## src/rtl/cgra_pkg.sv

```systemverilog
// Shared types for the CGRA tile context memory: the config word layout
// and the sequencer state encoding.
package cgra_pkg;

  localparam int CGRA_CFG_W = 49;

  // Config word, MSB first: ctrl[48:43], predicate[42], fu_in[41:30],
  // outport[29:6], predicate_in[5:0].
  typedef struct packed {
    logic [5:0]  ctrl;
    logic        predicate;
    logic [11:0] fu_in;
    logic [23:0] outport;
    logic [5:0]  predicate_in;
  } cgra_cfg_t;

  typedef enum logic {
    CTX_IDLE = 1'b0,
    CTX_RUN  = 1'b1
  } ctx_state_e;

endpackage

```

## src/rtl/cgra_tile_ctx_mem_if.sv

```systemverilog
// Context write port from the CSR loader into a tile context memory.
// The source (master) holds a write until cfg_ready is seen high.
interface cgra_tile_ctx_mem_if
  import cgra_pkg::*;
#(
  parameter int KernelSize = 4
) ();

  localparam int AW = $clog2(KernelSize);

  logic [AW-1:0] cfg_addr;
  cgra_cfg_t     cfg_data;
  logic          cfg_wr_en;
  logic          cfg_wr_valid;
  logic          cfg_ready;

  modport master (
    output cfg_addr, cfg_data, cfg_wr_en, cfg_wr_valid,
    input  cfg_ready
  );

  modport slave (
    input  cfg_addr, cfg_data, cfg_wr_en, cfg_wr_valid,
    output cfg_ready
  );

endinterface

```

## src/rtl/cgra_ctx_seq.sv

```systemverilog
// Context sequencer: IDLE/RUN state machine, slot index and pass counter,
// and the one-cycle done pulse. Tells the top when to load the context
// register (load/next_idx) and when to clear it (clear).
// Optional iteration limit: CGRA_CTX_ITER_LIMIT_EN.
module cgra_ctx_seq
  import cgra_pkg::*;
#(
  parameter int KernelSize = 4,
  parameter int IterWidth  = 16,
  localparam int AW        = $clog2(KernelSize)
) (
  input  logic                 clk_i,
  input  logic                 rst_ni,
  input  logic                 start,
  input  logic                 stop,
  input  logic [AW:0]          count,
`ifdef CGRA_CTX_ITER_LIMIT_EN
  input  logic [IterWidth-1:0] limit,
`endif
  input  logic                 stall,
  output logic                 busy,
  output logic [AW-1:0]        idx,
  output logic [IterWidth-1:0] iter,
  output logic                 done,
  output logic                 load,
  output logic                 clear,
  output logic [AW-1:0]        next_idx
);

  localparam logic [AW:0] KS = (AW+1)'(KernelSize);

  ctx_state_e           state_q, state_d;
  logic [AW:0]          n_q, n_d;
  logic [AW-1:0]        idx_q, idx_d;
  logic [IterWidth-1:0] iter_q, iter_d, iter_inc;
  logic                 done_q, done_d;
  logic                 last, wrap, limit_hit, count_ok;

  assign count_ok = (count != '0) && (count <= KS);
  assign last     = ({1'b0, idx_q} == (n_q - 1'b1));
  assign wrap     = !stall && last;
  assign iter_inc = (iter_q == '1) ? iter_q : iter_q + 1'b1;

`ifdef CGRA_CTX_ITER_LIMIT_EN
  logic [IterWidth-1:0] limit_q, limit_d;

  // Limit is sampled at start so the loader may change it mid-run.
  always_ff @(posedge clk_i or negedge rst_ni) begin
    if (!rst_ni) limit_q <= '0;
    else         limit_q <= limit_d;
  end

  // Final pass is the one whose wrap makes the pass count equal the limit.
  assign limit_hit = wrap && (limit_q != '0) && (iter_inc == limit_q);
`else
  assign limit_hit = 1'b0;
`endif

  // State, counters and done pulse registers.
  always_ff @(posedge clk_i or negedge rst_ni) begin
    if (!rst_ni) begin
      state_q <= CTX_IDLE;
      n_q     <= '0;
      idx_q   <= '0;
      iter_q  <= '0;
      done_q  <= 1'b0;
    end else begin
      state_q <= state_d;
      n_q     <= n_d;
      idx_q   <= idx_d;
      iter_q  <= iter_d;
      done_q  <= done_d;
    end
  end

  // Next-state logic: start, advance/hold under stall, and stop/limit exit.
  always_comb begin
    state_d = state_q;
    n_d     = n_q;
    idx_d   = idx_q;
    iter_d  = iter_q;
    done_d  = 1'b0;
    load    = 1'b0;
    clear   = 1'b0;
`ifdef CGRA_CTX_ITER_LIMIT_EN
    limit_d = limit_q;
`endif
    case (state_q)
      CTX_IDLE: begin
        if (start && count_ok) begin
          state_d = CTX_RUN;
          n_d     = count;
          idx_d   = '0;
          iter_d  = '0;
          load    = 1'b1;
`ifdef CGRA_CTX_ITER_LIMIT_EN
          limit_d = limit;
`endif
        end
      end
      CTX_RUN: begin
        if (stop || limit_hit) begin
          // A stop landing on the final cycle still yields one done pulse.
          state_d = CTX_IDLE;
          idx_d   = '0;
          clear   = 1'b1;
          done_d  = 1'b1;
          if (wrap) iter_d = iter_inc;
        end else if (!stall) begin
          idx_d = last ? '0 : idx_q + 1'b1;
          load  = 1'b1;
          if (wrap) iter_d = iter_inc;
        end
      end
      default: state_d = CTX_IDLE;
    endcase
  end

  assign busy     = (state_q == CTX_RUN);
  assign idx      = idx_q;
  assign iter     = iter_q;
  assign done     = done_q;
  assign next_idx = idx_d;

endmodule

```

## src/rtl/cgra_tile_ctx_mem.sv

```systemverilog
// Per-tile context memory and sequencer. Stores config words from the
// loader, then replays contexts 0..N-1 cyclically to the tile datapath,
// one per cycle, honouring tile stall. Optional pass limit is enabled
// with the CGRA_CTX_ITER_LIMIT_EN macro (adds iter_limit_i).
module cgra_tile_ctx_mem
  import cgra_pkg::*;
#(
  parameter int KernelSize = 4,
  parameter int IterWidth  = 16,
  localparam int AW        = $clog2(KernelSize)
) (
  input  logic                 clk_i,
  input  logic                 rst_ni,
  cgra_tile_ctx_mem_if.slave   cfg,
  input  logic                 run_start_i,
  input  logic                 run_stop_i,
  input  logic [AW:0]          ctx_count_i,
`ifdef CGRA_CTX_ITER_LIMIT_EN
  input  logic [IterWidth-1:0] iter_limit_i,
`endif
  input  logic                 stall_i,
  output cgra_cfg_t            ctx_o,
  output logic [AW-1:0]        ctx_idx_o,
  output logic                 ctx_valid_o,
  output logic [IterWidth-1:0] iter_o,
  output logic                 loaded_o,
  output logic                 busy_o,
  output logic                 done_o
);

  cgra_cfg_t             mem_q [KernelSize];
  logic [KernelSize-1:0] written_q;
  logic                  busy, load, clear, wr;
  logic [AW-1:0]         next_idx;
  cgra_cfg_t             rd_data;

  cgra_ctx_seq #(
    .KernelSize (KernelSize),
    .IterWidth  (IterWidth)
  ) u_seq (
    .clk_i    (clk_i),
    .rst_ni   (rst_ni),
    .start    (run_start_i),
    .stop     (run_stop_i),
    .count    (ctx_count_i),
`ifdef CGRA_CTX_ITER_LIMIT_EN
    .limit    (iter_limit_i),
`endif
    .stall    (stall_i),
    .busy     (busy),
    .idx      (ctx_idx_o),
    .iter     (iter_o),
    .done     (done_o),
    .load     (load),
    .clear    (clear),
    .next_idx (next_idx)
  );

  // Writes are only taken while idle so the replayed kernel never changes underfoot.
  assign cfg.cfg_ready = !busy;
  assign wr            = cfg.cfg_wr_valid && cfg.cfg_wr_en && cfg.cfg_ready;

  // Context storage and written-slot mask.
  always_ff @(posedge clk_i or negedge rst_ni) begin
    if (!rst_ni) begin
      for (int i = 0; i < KernelSize; i++) mem_q[i] <= '0;
      written_q <= '0;
    end else if (wr) begin
      mem_q[cfg.cfg_addr]     <= cfg.cfg_data;
      written_q[cfg.cfg_addr] <= 1'b1;
    end
  end

  // A write and a start in the same cycle: the first context sees the new word.
  assign rd_data = (wr && (cfg.cfg_addr == next_idx)) ? cfg.cfg_data : mem_q[next_idx];

  // Context output register: loads on start/advance, cleared on exit, held on stall.
  always_ff @(posedge clk_i or negedge rst_ni) begin
    if (!rst_ni)    ctx_o <= '0;
    else if (clear) ctx_o <= '0;
    else if (load)  ctx_o <= rd_data;
  end

  assign ctx_valid_o = busy;
  assign busy_o      = busy;
  assign loaded_o    = &written_q;

endmodule

```

## src/flat_wrapper.sv

```systemverilog
// flat-port wrapper written by rule: the top's interface ports become plain ports
module cgra_tile_ctx_mem_flat import cgra_pkg::*;
#(
  parameter int KernelSize = 4,
  parameter int IterWidth  = 16,
  localparam int AW        = $clog2(KernelSize)
)
  (clk_i, rst_ni, run_start_i, run_stop_i, ctx_count_i, stall_i, ctx_o, ctx_idx_o, ctx_valid_o, iter_o, loaded_o, busy_o, done_o, cfg_cfg_addr, cfg_cfg_data, cfg_cfg_wr_en, cfg_cfg_wr_valid, cfg_cfg_ready);
  cgra_tile_ctx_mem_if #(.KernelSize(KernelSize)) cfg_i ();
  input  logic clk_i;
  input  logic rst_ni;
  input  logic run_start_i;
  input  logic run_stop_i;
  input  logic [AW:0] ctx_count_i;
  input  logic stall_i;
  output cgra_cfg_t ctx_o;
  output logic [AW-1:0] ctx_idx_o;
  output logic ctx_valid_o;
  output logic [IterWidth-1:0] iter_o;
  output logic loaded_o;
  output logic busy_o;
  output logic done_o;
  input wire logic [$bits(cfg_i.cfg_addr)-1:0] cfg_cfg_addr;
  input wire logic [$bits(cfg_i.cfg_data)-1:0] cfg_cfg_data;
  input wire logic [$bits(cfg_i.cfg_wr_en)-1:0] cfg_cfg_wr_en;
  input wire logic [$bits(cfg_i.cfg_wr_valid)-1:0] cfg_cfg_wr_valid;
  output wire logic [$bits(cfg_i.cfg_ready)-1:0] cfg_cfg_ready;
  assign cfg_i.cfg_addr = cfg_cfg_addr;
  assign cfg_i.cfg_data = cfg_cfg_data;
  assign cfg_i.cfg_wr_en = cfg_cfg_wr_en;
  assign cfg_i.cfg_wr_valid = cfg_cfg_wr_valid;
  assign cfg_cfg_ready = cfg_i.cfg_ready;
  cgra_tile_ctx_mem #(.KernelSize(KernelSize), .IterWidth(IterWidth)) u_core (.clk_i(clk_i), .rst_ni(rst_ni), .cfg(cfg_i), .run_start_i(run_start_i), .run_stop_i(run_stop_i), .ctx_count_i(ctx_count_i), .stall_i(stall_i), .ctx_o(ctx_o), .ctx_idx_o(ctx_idx_o), .ctx_valid_o(ctx_valid_o), .iter_o(iter_o), .loaded_o(loaded_o), .busy_o(busy_o), .done_o(done_o));
endmodule
```

## config.mk

```make
export PLATFORM = sky130hd
export DESIGN_NAME = cgra_tile_ctx_mem_flat
export DESIGN_NICKNAME = d
export VERILOG_FILES = /design/src/rtl/cgra_pkg.sv /design/src/rtl/cgra_tile_ctx_mem_if.sv /design/src/rtl/cgra_ctx_seq.sv /design/src/rtl/cgra_tile_ctx_mem.sv /design/src/flat_wrapper.sv
export SDC_FILE = /design/constraint.sdc
export NUM_CORES = 1
export LEC_CHECK = 0
export BUFFER_PORTS_ARGS = -buffer_cell sky130_fd_sc_hd__buf_4
export CORE_ASPECT_RATIO = 1.4
export CORE_MARGIN = 2
export CORE_UTILIZATION = 35
export DETAILED_ROUTE_END_ITERATION = 10
export GPL_ROUTABILITY_DRIVEN = 1
export PLACE_DENSITY = 0.5
export SETUP_SLACK_MARGIN = 0.5
export SLEW_MARGIN = 15
export SYNTH_ARGS = -nofsm -noshare
export SYNTH_HDL_FRONTEND = slang
export SYNTH_SLANG_ARGS = --single-unit
```

## constraint.sdc

```tcl
create_clock -name clk_i -period 7.44 [get_ports clk_i]
set_clock_uncertainty 0.2 [all_clocks]
set_input_delay 0.372 -clock clk_i [delete_from_list [all_inputs] [get_ports clk_i]]
set_output_delay 0.372 -clock clk_i [all_outputs]
set_load 0.01 [all_outputs]
```

==> results of run 1 <==
power groups by stage:
stage / combinational (µW) / clock (µW) / sequential, µW
floorplan: 743 / 0 / 2150
global placement: 1180 / 0 / 2180
global route: 1340 / 1620 / 2210
detailed placement: 1210 / 0 / 2180
CTS: 1230 / 1560 / 2160
finish: 1210 / 1510 / 2150
per-layer routing:
metal  vias to the layer above  routed length, µm  part of all wire  GRT usage
met1                      4355              14280              0.46     0.2381
met5                         -                  0                 0          0
met3                        43               1332             0.043    0.02250
met2                       167              14940              0.48     0.2905
met4                         0                603             0.019    0.04539
li1                       3838                  -                 -          -
state kept, by name, indices dropped and copies added, names as in the netlist:
name               count
u_core.u_seq.done      1
u_core.u_seq.idx       2
u_core.mem_q         196
u_core.ctx_o          49
u_core.written_q       4
u_core.u_seq.busy      1
u_core.u_seq.iter     16
u_core.u_seq.n_q       3
critical path: stages, from the launching register on:
cell	delay, ps
dfrtp_1	390
inv_1	70
ha_1	330
or3b_2	450
a211oi_1	270
o31a_2	180
buf_4	590
inv_4	430
buf_4	530
mux2i_1	260
a22oi_1	100
a221o_1	390
kinds of logic after synthesis:
| kind of cell | share of synthesized area |
|---|---|
| buf+inv | 0.02783 |
| mux | 0.2214 |
| xor+xnor | 0.01222 |
| fa+ha+maj | 0.002054 |
| compound gates | 0.1022 |
| simple gates | 0.07559 |
| flops | 0.5587 |
through the flow:
stage	std cells	total power, µW	area (µm²)
detailed placement	1494	3389	13640
CTS	1604	4954	15200
floorplan	964	2893	12180
finish	1605	4876	15210
global placement	1494	3362	13640
global route	1605	5172	15210
layout make-up:
cell class | count | area [µm²] | share of cell area
diodes | 1 | 2.502 | 0.0001645
clock buffers | 41 | 852.1 | 0.05603
clock inverters | 15 | 163.9 | 0.01078
inverters | 13 | 51.30 | 0.003373
multi-input cells | 612 | 5111 | 0.3361
flip-flops and latches | 272 | 6807 | 0.4476
well taps | 451 | 564.3 | 0.03710
repair buffers | 200 | 1657 | 0.1089
worst paths after layout:
kind / end / cells past startpoint / slack [ps]
hold reg to reg: u_core.written_q[3] / 1 / 260
setup / recovery: u_core.ctx_o[3] / 11 / 3080
setup reg to reg: u_core.ctx_o[3] / 11 / 3080
max in group asynchronous: u_core.u_seq.iter[10] / 3 / 5560
min in group asynchronous: u_core.mem_q[1] / 2 / 180
hold / removal: u_core.u_seq.busy / 3 / 50
cell usage in the layout, fill, tap and decap left out, types with 4 or more instances in the layout:
cell,count
a21oi_1,50
a221o_1,49
a22oi_1,49
and2_1,50
buf_4,144
clkbuf_1,5
clkbuf_16,30
clkbuf_8,6
clkinv_2,10
dfrtp_1,272
dlygate4sd3_1,54
inv_1,12
mux2_2,196
mux2i_1,49
nand2_1,62
nand2b_1,4
nand3_1,7
nor2_1,20
nor3_1,8
o21ai_0,7
xnor2_1,15
what timing repair did:
item | 4_1_cts | 5_1_grt
hold endpoints to repair | 335 | 0
setup endpoints to repair | 0 | 0
hold buffers | 54 | 0
==> impl_metrics.csv, run 1 <==
group,metric,value,unit
status,status,"finished, final reports clean",
routing,drt_iter0_drc,474,
cts,cts_setup_buffers,0,
timing,fmax,229.6,MHz
placed_design,hpwl,17.12,mm
final_layout,drive_gt1_frac,0.3565,
timing,fin_crit_sh,0.5854,
critical_path,critPathLaunchType,"flip-flop",
timing,worst-slew-pin-transition,908.9,ps
floorplanning,die_height,224.8,µm
placed_design,dp_worst_setup_slack,3086,ps
global_route,grt-ovfl-total,0,
power,ir_drop,0.0001832,V
critical_path,worstSetupPathType,"flip-flop to flip-flop",
final_layout,nNetsFinal,1192,
timing,fin_setup_tns,0,ps
timing,finalHoldViolCount,0,
timing,setup_ws,3085,ps
yosys,synth_common_cells,"dfrtp_1 (272), mux2_2 (196), nand2_1 (63)",
yosys,ys_warn_count,0,
cts,clk_pin_slew,60,ps
yosys,synth_top_area_frac,0.5587,
yosys,ys_types,44,
floorplanning,coreArea,34230,µm²
cts,cts-resized-gates,0,
timing,finalSetupViolCount,0,
yosys,syn_inst,964,
cts,numCtsBuffers,30,
critical_path,reg2reg_from,"u_core.u_seq.n_q[0]",
floorplanning,std_cell_rows,80,
yosys,postSynthAreaPerCell,12.64,µm²
floorplanning,start_util,0.3559,
routing,first_pass_iters,5,
yosys,ys_top_cells_by_area,"dfrtp_1 (56%), mux2_2 (18%), a221o_1 (4.0%)",
yosys,ys.flop_type,"dfrtp_1",
routing,routedWlPerCell,19.41,µm
critical_path,cp_max_fo,59,
global_route,track_usage,0.1734,
routing,routed_wl,31.15,mm
job,maxCapViolations,0,
power,pwr-share-clk,0.309,
critical_path,startpoint,"u_core.u_seq.n_q[0]",
power,switchingPower,1379,µW
yosys,seq_area_frac_synth,0.5587,
power,power.share.sequential,0.442,
routing,drcViolationCount,0,
cts,clkLatencyLatePin,560,ps
cts,htree_levels,1,
global_route,grt_pass1_vias,8856,
yosys,synth-seq-cells,272,
cts,cts-root-buf,"clkbuf_16",
critical_path,cp.required,7680,ps
placed_design,port_buffers,132,
yosys,async_flop_share,1.000,
cts,clkSinkCount,272,
routing,antenna_left,0,
power,pwr-share-comb,0.249,
floorplanning,dieArea,36340,µm²
cts,tritoncts,"done",
placed_design,place.gp.congestion,0.7353,
global_route,antenna_found_initial,1,
routing,vias,8403,
yosys,syn_area,12180,µm²
timing,hold_ws,50.93,ps
final_layout,fin_util,0.4443,
power,internal-power,3497,µW
timing,min_period,4355,ps
global_route,grt_start_max_net_pins,135,
worst_hold_path,min-delay-start,"run_start_i",
yosys,syn-num-nets,1027,
yosys,synth.most_common_cell,"dfrtp_1",
yosys,synth_top_cell_by_area,"dfrtp_1",
cts,clockBufferDepth,3,
global_route,grt_pass1_wl,50.28,mm
timing,rsz0062_at_grt,"no",
worst_hold_path,hold_path_class,"primary input to flip-flop",
timing,slew_headroom,0.3941,
floorplanning,chipWidth,161.7,µm
power,p_leak,0.006532,µW
routing,viasPerCell,5.236,
floorplanning,ios,133,
yosys,synth_edf_count,0,
timing,slew_violations,0,
critical_path,endpoint_kind,"flip-flop",
final_layout,filler_cell_count,3261,
critical_path,cp_data_arrival_time,4600,ps
final_layout,syn_to_final_growth,24.83,%
power,power_density,320.6,nW/µm²
power,swShare,0.2828,
No activity file was read; power rests on OpenSTA's default activity.
==> run 2, diff against run 1 <==
clock period = 4.5 ns   (was 7.44 ns; I/O delays follow)
==> impl_metrics.csv, run 2 (same netlist as run 1, synthesis figures left out) <==
group,metric,value,unit
status,status,"finished, final reports clean",
cts,cts_setup_buffers,0,
worst_hold_path,hold_path_class,"primary input to flip-flop",
critical_path,cp.required,4730,ps
power,internal-power,5793,µW
timing,fin_setup_tns,0,ps
floorplanning,dieArea,36340,µm²
routing,vias,8412,
floorplanning,start_util,0.3559,
routing,viasPerCell,5.225,
final_layout,fin_util,0.4465,
cts,tritoncts,"done",
power,switchingPower,2278,µW
job,maxCapViolations,0,
critical_path,worstSetupPathType,"flip-flop to flip-flop",
final_layout,largest_reg_flops,196,
cts,clkLatencyLatePin,550,ps
placed_design,port_buffers,132,
cts,clockBufferDepth,3,
global_route,track_usage,0.1729,
critical_path,cp_data_arrival_time,3570,ps
routing,drcViolationCount,0,
routing,routedWlPerCell,19.47,µm
timing,min_period,3339,ps
global_route,antenna_found_initial,0,
critical_path,critPathLaunchType,"flip-flop",
timing,finalSetupViolCount,0,
cts,cts-root-buf,"clkbuf_16",
timing,fin_crit_sh,0.7420,
power,pwr-share-clk,0.308,
power,swShare,0.2822,
final_layout,drive_gt1_frac,0.3581,
global_route,grt_pass1_wl,49.90,mm
timing,slew_violations,0,
power,pwr-share-comb,0.251,
placed_design,dpl_cell_area,13710,µm²
routing,drt_iter0_drc,416,
power,power.share.sequential,0.441,
global_route,grt_pass1_vias,8679,
floorplanning,coreArea,34230,µm²
timing,worst-slew-pin-transition,1050,ps
final_layout,final_cell_mix,"dfrtp_1 (272), mux2_2 (196), buf_4 (148), nand2_1 (62), dlygate4sd3_1 (56)",
critical_path,endpoint_kind,"flip-flop",
routing,first_pass_iters,5,
routing,antenna_left,0,
floorplanning,die_height,224.8,µm
floorplanning,std_cell_rows,80,
cts,htree_levels,1,
floorplanning,chipWidth,161.7,µm
power,p_leak,0.006576,µW
cts,clk_pin_slew,60,ps
cts,numCtsBuffers,29,
final_layout,nNetsFinal,1199,
power,ir_drop,0.0002961,V
final_layout,regMostFlops,"u_core.mem_q",
final_layout,final_common_cell,"dfrtp_1",
final_layout,post-route-cell-area,15280,µm²
final_layout,syn_to_final_growth,25.45,%
timing,finalHoldViolCount,0,
placed_design,hpwl,17.86,mm
placed_design,place.gp.congestion,0.7338,
placed_design,dp_cells,1500,
routing,routed_wl,31.35,mm
cts,cts-resized-gates,0,
timing,rsz0062_at_grt,"no",
global_route,grt_start_max_net_pins,122,
critical_path,cp_max_fo,52,
cts,clkSinkCount,272,
power,power_density,528.0,nW/µm²
cts,hold_buffers,56,
final_layout,n_antenna_cell,0,
global_route,grt-ovfl-total,0,
final_layout,fin_cells,1610,
floorplanning,ios,133,
timing,fmax,299.5,MHz
timing,slew_headroom,0.2991,
==> run 2: cell types whose count changed in the layout (fill, tap and decap cells not counted), moves of 2 or more <==
cell	previous run	this run
buf_4	144	148
clkbuf_8	6	12
buf_12	1	3
clkinv_2	10	5
dlygate4sd3_1	54	56
==> run 2: layout make-up <==
cell class,instances,area (µm²)
clock inverter,8,93.84
timing repair buffer,208,1747
multi-input combinational,612,5111
tap,451,564.3
clock buffer,46,909.6
sequential,272,6807
inverter,13,51.30
fill,3288,18950
==> run 2: path summary, 6_finish.rpt <==
kind                                     start                  end  slack, ps  cells after the start
min                            cfg_cfg_addr[0]     u_core.mem_q[85]         80                      3
min in group asynchronous               rst_ni  u_core.written_q[1]         90                      2
min reg2reg                u_core.written_q[1]  u_core.written_q[1]        260                      1
max in group asynchronous               rst_ni     u_core.mem_q[22]       2860                      3
max reg2reg                u_core.u_seq.n_q[0]      u_core.ctx_o[3]       1160                     10
max                        u_core.u_seq.n_q[0]      u_core.ctx_o[3]       1160                     10
==> run 2: worst max-delay path, cell delays in order, from the launching register on <==
cell	delay, ps
dfrtp_1	380
inv_1	70
ha_1	210
xor2_1	240
a211oi_1	70
o31a_2	380
inv_4	570
buf_4	360
mux2i_1	220
a22oi_1	110
a221o_1	380
==> run 2: through the flow <==
stage	total power (µW)	setup WS (ps)	hold slack, ps
floorplan	4782	1654	-270.6
global placement	5574	1226	176.4
detailed placement	5612	1168	175.4
CTS	8183	1139	70.27
global route	8534	927.8	89.89
finish	8070	1161	78.79
==> run 2: layer usage <==
metal  routed length (µm)  share of wire  global-route usage  vias up
met5                    0              0                   0        -
met4                  471          0.015             0.03997        0
met3                 1136          0.036             0.02028       34
met2                15390           0.49              0.2935      162
met1                14340           0.46              0.2377     4372
li1                     -              -                   -     3844
==> run 2: power by group through the flow <==
| stage | clock (µW) | combinational, µW | sequential (µW) |
|---|---|---|---|
| after floorplan | 0 | 1230 | 3550 |
| after global placement | 0 | 1970 | 3600 |
| after detailed placement | 0 | 2010 | 3600 |
| after CTS | 2560 | 2060 | 3570 |
| after global routing | 2650 | 2240 | 3650 |
| final | 2480 | 2030 | 3560 |
==> run 3, diff against run 2 <==
PLACE_DENSITY = 0.52   (was 0.5)
clock period = 2.85 ns   (was 4.5 ns; I/O delays follow)
==> impl_metrics.csv, run 3 (same netlist as run 1, synthesis figures left out) <==
group,metric,value,unit
status,status,"finished, final reports clean",
global_route,track_usage,0.1812,
placed_design,hpwl,17.97,mm
critical_path,crit_family,"compound AO/OA/AOI/OAI gates",
worst_hold_path,worstHoldPathCells,3,
job,maxCapViolations,0,
power,power_density,806.2,nW/µm²
routing,vias,8596,
worst_hold_path,min-delay-start,"cfg_cfg_addr[1]",
global_route,grt_pass1_wl,51.83,mm
critical_path,r2r_end,"u_core.ctx_o[19]",
power,p_total,12910,µW
power,p_leak,0.006872,µW
worst_hold_path,hold_path_class,"primary input to flip-flop",
routing,routedWlPerCell,20.32,µm
global_route,grt_pass1_vias,8822,
critical_path,endpoint_kind,"flip-flop",
cts,numCtsBuffers,28,
critical_path,cp_slowest_stage_delay,390,ps
timing,fin_setup_tns,0,ps
final_layout,final_cell_mix,"dfrtp_1 (272), mux2_2 (196), buf_4 (145), nand2_1 (62), dlygate4sd3_1 (57)",
final_layout,final_common_cell,"dfrtp_1",
final_layout,nNetsFinal,1232,
critical_path,cp_max_fo,19,
critical_path,rr_worst_depth,10,
timing,rsz0062_at_grt,"yes",
timing,slew_headroom,0.5911,
timing,slew_violations,0,
critical_path,cp_data_arrival_time,2920,ps
timing,fmax,371.4,MHz
cts,clk_pin_slew,70,ps
floorplanning,std_cell_rows,80,
cts,cts-root-buf,"clkbuf_16",
worst_hold_path,holdPathEnd,"u_core.mem_q[35]",
routing,drt_iter0_drc,418,
timing,fin_crit_sh,0.9448,
floorplanning,coreArea,34230,µm²
timing,worst-slew-pin-transition,613.4,ps
critical_path,cp.required,3080,ps
cts,clkLatencyLatePin,550,ps
routing,antenna_left,0,
final_layout,drive_gt1_frac,0.3837,
floorplanning,chipWidth,161.7,µm
timing,min_period,2693,ps
cts,tritoncts,"done",
critical_path,critPathLaunchType,"flip-flop",
critical_path,reg2reg_from,"u_core.u_seq.n_q[0]",
critical_path,worstSetupPathType,"flip-flop to flip-flop",
final_layout,largest_reg_flops,196,
floorplanning,start_util,0.3559,
timing,finalSetupViolCount,0,
critical_path,r2r_setup_slack,160,ps
global_route,antenna_found_initial,0,
critical_path,cpMaxStageDelayCell,"dfrtp_1",
timing,finalHoldViolCount,0,
routing,first_pass_iters,6,
global_route,grt-ovfl-total,0,
placed_design,place.gp.congestion,0.7460,
floorplanning,ios,133,
cts,htree_levels,1,
floorplanning,die_height,224.8,µm
routing,viasPerCell,5.235,
floorplanning,dieArea,36340,µm²
cts,clockBufferDepth,3,
final_layout,syn_to_final_growth,31.43,%
cts,clkSinkCount,272,
final_layout,n_antenna_cell,0,
power,ir_drop,0.0004443,V
global_route,grt_start_max_net_pins,88,
placed_design,port_buffers,132,
critical_path,critPathBufInv,3,
final_layout,fin_util,0.4677,
routing,routed_wl,33.37,mm
critical_path,path_cells,"inv_2 > ha_4 > xnor2_1 > o31a_1 > a211oi_4 > xor2_1 > buf_4 > a21oi_4 > buf_12 > a221o_1",
routing,drcViolationCount,0,
final_layout,regMostFlops,"u_core.mem_q",
## run 3: changes by cell type in the layout (fill, tap and decap cells not counted), sizes merged
cell,before,now
buf,152,174
clkinv,5,7
clkinvlp,0,1
dlygate4sd3,56,57
bufbuf,0,4
o31ai,2,3
inv,14,15
## run 3: area by class of cell
cell class | count | area, µm²
flip-flops and latches | 272 | 6807
multi-input cells | 613 | 5201
repair buffers | 239 | 2421
inverters | 13 | 61.31
repair inverters | 2 | 20.02
clock buffers | 42 | 834.6
clock inverters | 10 | 102.6
fillers | 3174 | 18220
well taps | 451 | 564.3
## run 3: worst max path at each step
stage / slack (ps) / start / end / cells past startpoint
final: 160 / u_core.u_seq.n_q[0] / u_core.ctx_o[19] / 10
after global routing: 60 / u_core.u_seq.n_q[0] / u_core.ctx_o[22] / 11
after detailed placement: 60 / u_core.u_seq.n_q[0] / u_core.ctx_o[3] / 10
after global placement: 120 / u_core.u_seq.n_q[0] / u_core.ctx_o[1] / 10
after CTS: 100 / u_core.u_seq.n_q[0] / u_core.ctx_o[38] / 12
after floorplan: 200 / u_core.u_seq.n_q[0] / u_core.ctx_o[13] / 12
## run 3: through the flow
stage | cells | hold WS (ps) | cell area (µm²) | setup WS, ps
5_1_grt | 1642 | 87.73 | 16010 | 63.15
3_3_place_gp | 1511 | -55.79 | 14020 | 120.7
6_report | 1642 | 65.01 | 16010 | 157.4
3_5_place_dp | 1511 | -58.62 | 14020 | 57.59
2_1_floorplan | 964 | -353.1 | 12260 | 198.5
4_1_cts | 1633 | 45.75 | 15810 | 103.0
## run 3: routing by layer
| metal | share of wire | up-vias | global-route usage |
|---|---|---|---|
| met4 | 0.021 | 0 | 0.04710 |
| li1 | - | 3932 | - |
| met5 | 0 | - | 0 |
| met2 | 0.49 | 171 | 0.3065 |
| met1 | 0.46 | 4450 | 0.2489 |
| met3 | 0.034 | 43 | 0.01992 |
## run 3: worst reg2reg max path, delay by kind of cell (launching register included)
family,cells,cell delay (ps)
AOI/OAI and AO/OA,4,1000
buffers and inverters,3,410
DFF,1,390
xor gates and xnor gates,2,370
adders and majority gates,1,210
## run 3: timing repair
item / 4_1_cts / 5_1_grt
endpoints found under the setup margin: 57 / 155
resized for setup: 15 / 17
pin swaps: 11 / 18
endpoints found under the hold margin: 524 / 0
setup buffers: 6 / 3
cloned: 7 / 6
hold buffers: 57 / 0
## run 3: report_power, final
part	switching, µW	internal [µW]
logic	1480	2020
clock network	1570	2200
registers	651	4980
total	3710	9200
